## src/rtl/imm_pkg.sv

```systemverilog
// imm_pkg: immediate-source selector shared with the extend stage, encoder states and constants
package imm_pkg;
  typedef enum logic [1:0] {IMM8, IMM12, BRANCH, ROT} imm_src_t;
  typedef enum logic [1:0] {IDLE, CALC, SEARCH, DONE} imm_enc_state_t;
  localparam logic [31:0] PC_AHEAD = 32'd8;
  localparam int IMM_FIELD_W = 24;
endpackage

```

## src/rtl/imm_branch_off.sv

```systemverilog
// imm_branch_off: branch offset = target - (pc + 8), word alignment and 26-bit signed range check
//   in: value_i (target), pc_i   out: field_o (off[25:2], 0 when unencodable), ok_o
module imm_branch_off
  import imm_pkg::*;
(
  input  logic [31:0]            value_i,
  input  logic [31:0]            pc_i,
  output logic [IMM_FIELD_W-1:0] field_o,
  output logic                   ok_o
);
  logic [31:0] off;
  assign off = value_i - (pc_i + PC_AHEAD);
  assign ok_o = off[1:0] == 2'b00 && (&off[31:25] || ~|off[31:25]);
  assign field_o = ok_o ? off[25:2] : '0;
endmodule

```

## src/rtl/imm_encoder.sv

```systemverilog
// imm_encoder: 32-bit value + immediate source -> 24-bit instruction immediate field, or unencodable
//   in: clk, rst, in_valid, src, value, pc, out_ready   out: in_ready, out_valid, field, ok
//   IMM_ENCODER_ROT_EN: builds the rotated-imm8 search (src=11); without it src=11 reports ok=0
module imm_encoder
  import imm_pkg::*;
#(
  parameter int N = IMM_FIELD_W
) (
  input  logic         clk,
  input  logic         rst,
  input  logic         in_valid,
  output logic         in_ready,
  input  logic [1:0]   src,
  input  logic [31:0]  value,
  input  logic [31:0]  pc,
  output logic         out_valid,
  input  logic         out_ready,
  output logic [N-1:0] field,
  output logic         ok
);
  imm_enc_state_t state_q, state_d;
  imm_src_t src_q;
  logic [31:0] value_q, pc_q;
  logic [N-1:0] field_q, field_d, br_field, calc_field;
  logic ok_q, ok_d, out_valid_q, out_valid_d, br_ok, calc_ok;
  imm_branch_off u_branch_off (
    .value_i(value_q),
    .pc_i(pc_q),
    .field_o(br_field),
    .ok_o(br_ok)
  );
  assign calc_ok = src_q == IMM8 ? ~|value_q[31:8] : src_q == IMM12 ? ~|value_q[31:12] : src_q == BRANCH && br_ok;
  assign calc_field = !calc_ok ? '0 : src_q == IMM8 ? N'(value_q[7:0]) : src_q == IMM12 ? N'(value_q[11:0]) : br_field;
`ifdef IMM_ENCODER_ROT_EN
  logic [3:0] r_q, r_d;
  logic [4:0] sh;
  logic [31:0] rot;
  assign sh = {r_q, 1'b0};
  // a shift by 32 yields 0, so r=0 is the unrotated value
  assign rot = (value_q << sh) | (value_q >> (6'd32 - {1'b0, sh}));
  always_ff @(posedge clk) r_q <= rst ? 4'd0 : r_d;
`endif
  always_comb begin
    state_d = state_q;
    field_d = field_q;
    ok_d = ok_q;
    out_valid_d = out_valid_q;
`ifdef IMM_ENCODER_ROT_EN
    r_d = r_q;
`endif
    unique case (state_q)
      IDLE: if (in_valid) begin
`ifdef IMM_ENCODER_ROT_EN
        state_d = imm_src_t'(src) == ROT ? SEARCH : CALC;
        r_d = '0;
`else
        state_d = CALC;
`endif
      end
      CALC: begin
        ok_d = calc_ok;
        field_d = calc_field;
        state_d = DONE;
      end
`ifdef IMM_ENCODER_ROT_EN
      SEARCH: begin
        ok_d = ~|rot[31:8];
        field_d = ok_d ? N'({r_q, rot[7:0]}) : '0;
        state_d = ok_d || &r_q ? DONE : SEARCH;
        r_d = r_q + 4'd1;
      end
`endif
      // out_valid rises one cycle after entering DONE; the result is already stable by then
      DONE: begin
        out_valid_d = !(out_valid_q && out_ready);
        state_d = out_valid_q && out_ready ? IDLE : DONE;
      end
      default: state_d = IDLE;
    endcase
  end
  always_ff @(posedge clk) begin
    if (rst) begin
      state_q <= IDLE;
      field_q <= '0;
      ok_q <= 1'b0;
      out_valid_q <= 1'b0;
      src_q <= IMM8;
      value_q <= '0;
      pc_q <= '0;
    end else begin
      state_q <= state_d;
      field_q <= field_d;
      ok_q <= ok_d;
      out_valid_q <= out_valid_d;
      if (in_ready && in_valid) begin
        src_q <= imm_src_t'(src);
        value_q <= value;
        pc_q <= pc;
      end
    end
  end
  assign in_ready = state_q == IDLE && !rst;
  assign out_valid = out_valid_q;
  assign field = field_q;
  assign ok = ok_q;
endmodule

```

## config.mk

```make
export PLATFORM = sky130hd
export DESIGN_NAME = imm_encoder
export DESIGN_NICKNAME = d
export VERILOG_FILES = /design/src/rtl/imm_pkg.sv /design/src/rtl/imm_branch_off.sv /design/src/rtl/imm_encoder.sv
export SDC_FILE = /design/constraint.sdc
export NUM_CORES = 1
export LEC_CHECK = 0
export CAP_MARGIN = 20
export CORE_MARGIN = 1
export CORE_UTILIZATION = 45
export DETAILED_ROUTE_END_ITERATION = 10
export DONT_BUFFER_PORTS = 1
export GPL_TIMING_DRIVEN = 0
export PLACE_DENSITY = 0.68
export REMOVE_ABC_BUFFERS = 1
export SLEW_MARGIN = 20
export SYNTH_ARGS = -nofsm -noshare
export SYNTH_HDL_FRONTEND = slang
export SYNTH_HIERARCHICAL = 1
export SYNTH_SLANG_ARGS = --single-unit
```

## constraint.sdc

```tcl
create_clock -name clk -period 4.28 [get_ports clk]
set_clock_uncertainty 0.1 [all_clocks]
set_input_delay 0.214 -clock clk [delete_from_list [all_inputs] [get_ports clk]]
set_output_delay 0.214 -clock clk [all_outputs]
set_load 0.01 [all_outputs]
```

==> run summary <==
Worst setup SP type: register
slew margin rel.: 32.7%
post-route ant nets: 0
first-pass GRT wire length: 24.9 mm
count of cell types in the netlist: 62
core area: 0.0134 mm²
EDFF count, synth: 0
routed via count: 5600
CP endpoint kind: register
Die Ht: 120 µm
Pre-Repair DR Iteration Count: 5
R2R Path End: field[1]
pre-CTS setup slack: -523 ps
Mean Syn Cell Area: 7.65 µm²
worst min path class: input pin to register
post-detail-place hpwl: 10.1 mm
DR WL/cell: 15.1 µm
top cell type's share of synthesized area: 30.1%
final setup vio count: 0
Worst Setup SP: value_q[7]
hold violation total from the final report: 0
initial antenna violation count: 0
DRT iter0 DRCs: 331
RePlAce Congestion: 0.848
fraction of layout cells with a size suffix above 1: 14.4%
GR Util met3: 5.04%
H-tree levels: 3
run status: completed
FFs w/ async S/R, synth: 0%
final core occ: 57.8%
largest net degree at the start of global routing: 70
Final period util: 97.4%
vias in the first global route: 5302
P&R area growth vs syn: 23.7%
CP Max Fanout: 7
total track usage: 21.7%
Total Power: 3030 µW
PortBufs: 0
Reg2Reg Depth: 16
Worst EP required: 4440 ps
achievable clock frequency: 240 MHz
Via density: 5.31
Leakage: 0.00316 µW
post-layout min period: 4170 ps
YS warnings: 6
clock sinks: 94
Inserted Diodes: 0
Initial Util: 46.7%
max_cap viols: 0
flops & latches, synth: 94
PD cells: 390 mW/mm²
final setup margin: 110 ps
Final Slew Violations: 0
Layout Cells excl Fill: 1054
kind of critical path: register to register
CP Capture Point: field[1]
area leader, netlist: dfxtp_1
Reg2Reg Setup Slack: 110 ps
total placed cells including tap cells: 956
reg-to-reg startpoint: value_q[7]
Die Wd: 120 µm
most instantiated cells after synthesis: nand2_1 (193), a21oi_1 (106), inv_1 (97)
Synth Cell Area: 0.00626 mm²
met1 Resource Use GR: 27.6%
ranking of synthesized cells by area: dfxtp_1 (30%), ha_1 (12%), nand2_1 (12%)
Clk Latency, worst-skew pair: 360 ps
GRT met2 Usage: 35.9%
Slew @ Worst Pin: 1010 ps
Worst VDD drop: 0.220 mV
drc violations: 0
CP arrival: 4330 ps
clock tree from TritonCTS: yes
clock buffer depth: 2
Post-Route WL: 15.9 mm
grt total ovfl: 0
total CTS buffers: 9
num ports: 97
Seq/Total Area, Yosys: 30.1%
GR peak layer: met2
count leader, synth: nand2_1
Placement Rows: 42
nets: 1005
worst hold slack: 15.2 ps
Mapped Cells: 818
root buffer cell: clkbuf_16
Worst-path clk slew: 70 ps
die area: 0.0144 mm²
most used flip-flop cell after synthesis: dfxtp_1
[what timing repair did]
| action | 4_1_cts | 5_1_grt |
|---|---|---|
| setup endpoints to repair | 25 | 25 |
| pin swaps | 2 | 14 |
| resized for setup | 5 | 57 |
| endpoints found under the hold margin | 70 | 0 |
| hold buffers | 70 | 0 |
| setup buffers | 4 | 6 |
| gates cloned | 1 | 1 |
[final cells by class]
| cell class | count | area [µm²] |
|---|---|---|
| Clock inverter | 5 | 106 |
| Fill cell | 1242 | 5650 |
| Tap cell | 176 | 220 |
| Timing Repair Buffer | 84 | 846 |
| Inverter | 97 | 364 |
| Sequential cell | 94 | 1890 |
| Clock buffer | 11 | 243 |
| Multi-Input combinational cell | 587 | 4080 |
[state kept, by name, summed over array words and instances (netlist names)]
register   cells
ok             1
out_valid      1
pc_q          32
src_q          2
value_q       32
state_q        2
field         24
[placed cells by master, fill, tap and decap left out, drive strengths merged, types with 3 or more instances in the layout]
master and instances:
clkbuf 11, xor2 12, dfxtp 94, nand3 5, nand2 193, o21a 9
nor2b 3, and3 4, o21ai 21, nand2b 9, nor2 24, o2111ai 3
dlygate4sd3 69, a211oi 5, o31ai 12, bufinv 3, buf 15, xnor2 12
nor4 5, o211ai 7, and2 3, a21oi 126, inv 97, ha 61
a21o 9, nor3 7, nand4 6, a22o 12, mux2i 8
[critical path: stages, from the launching register on]
cell and delay (ps):
dfxtp_1 350, inv_1 50, ha_1 280, inv_1 40
ha_1 360, a21o_1 230, a211oi_2 280, o221ai_4 200
o2111ai_4 300, o21ai_2 100, xor2_2 170, nand2_2 100
or4_4 540, a21boi_2 170, nand3b_1 210, o21a_4 310
o31ai_4 260
[per-stage QoR]
stage	instance area, µm²	setup TNS [ps]
final	7750	0
after global placement	6220	-34720
after global routing	7750	-51.8
after CTS	7410	0
after floorplan	6000	-9120
after detailed placement	6280	-11620
[how the worst min path moves through the flow]
stage / from / cells after the start / end / slack [ps]
2_1_floorplan: rst / 1 / ok / 180
3_3_place_gp: rst / 1 / value_q[27] / 190
3_5_place_dp: rst / 1 / value_q[27] / 190
4_1_cts: out_ready / 2 / out_valid / 10
5_1_grt: out_ready / 2 / out_valid / 20
6_report: out_ready / 2 / out_valid / 20
[logic make-up after synthesis]
| kind of cell | after synthesis | share of synthesized area (%) |
|---|---|---|
| xor+xnor | 24 | 3.36 |
| mux | 8 | 1.28 |
| simple gates | 269 | 18.7 |
| buf+inv | 139 | 10.1 |
| compound gates | 222 | 24.1 |
| flops | 94 | 30.1 |
| fa+ha+maj | 62 | 12.5 |
[layer usage]
layer | routed length [µm] | share of wire (%)
met1 | 7260 | 46
met2 | 7540 | 47
met3 | 806 | 5.1
met4 | 303 | 1.9
met5 | 0 | 0
[power breakdown]
part	leakage (µW)	switching [µW]	internal (µW)
Sequential	0.000766	29.0	907
Clock	0.000166	348	588
Combinational	0.00222	664	489
Total	0.00316	1040	1980
(Power assumes the default switching activity.)
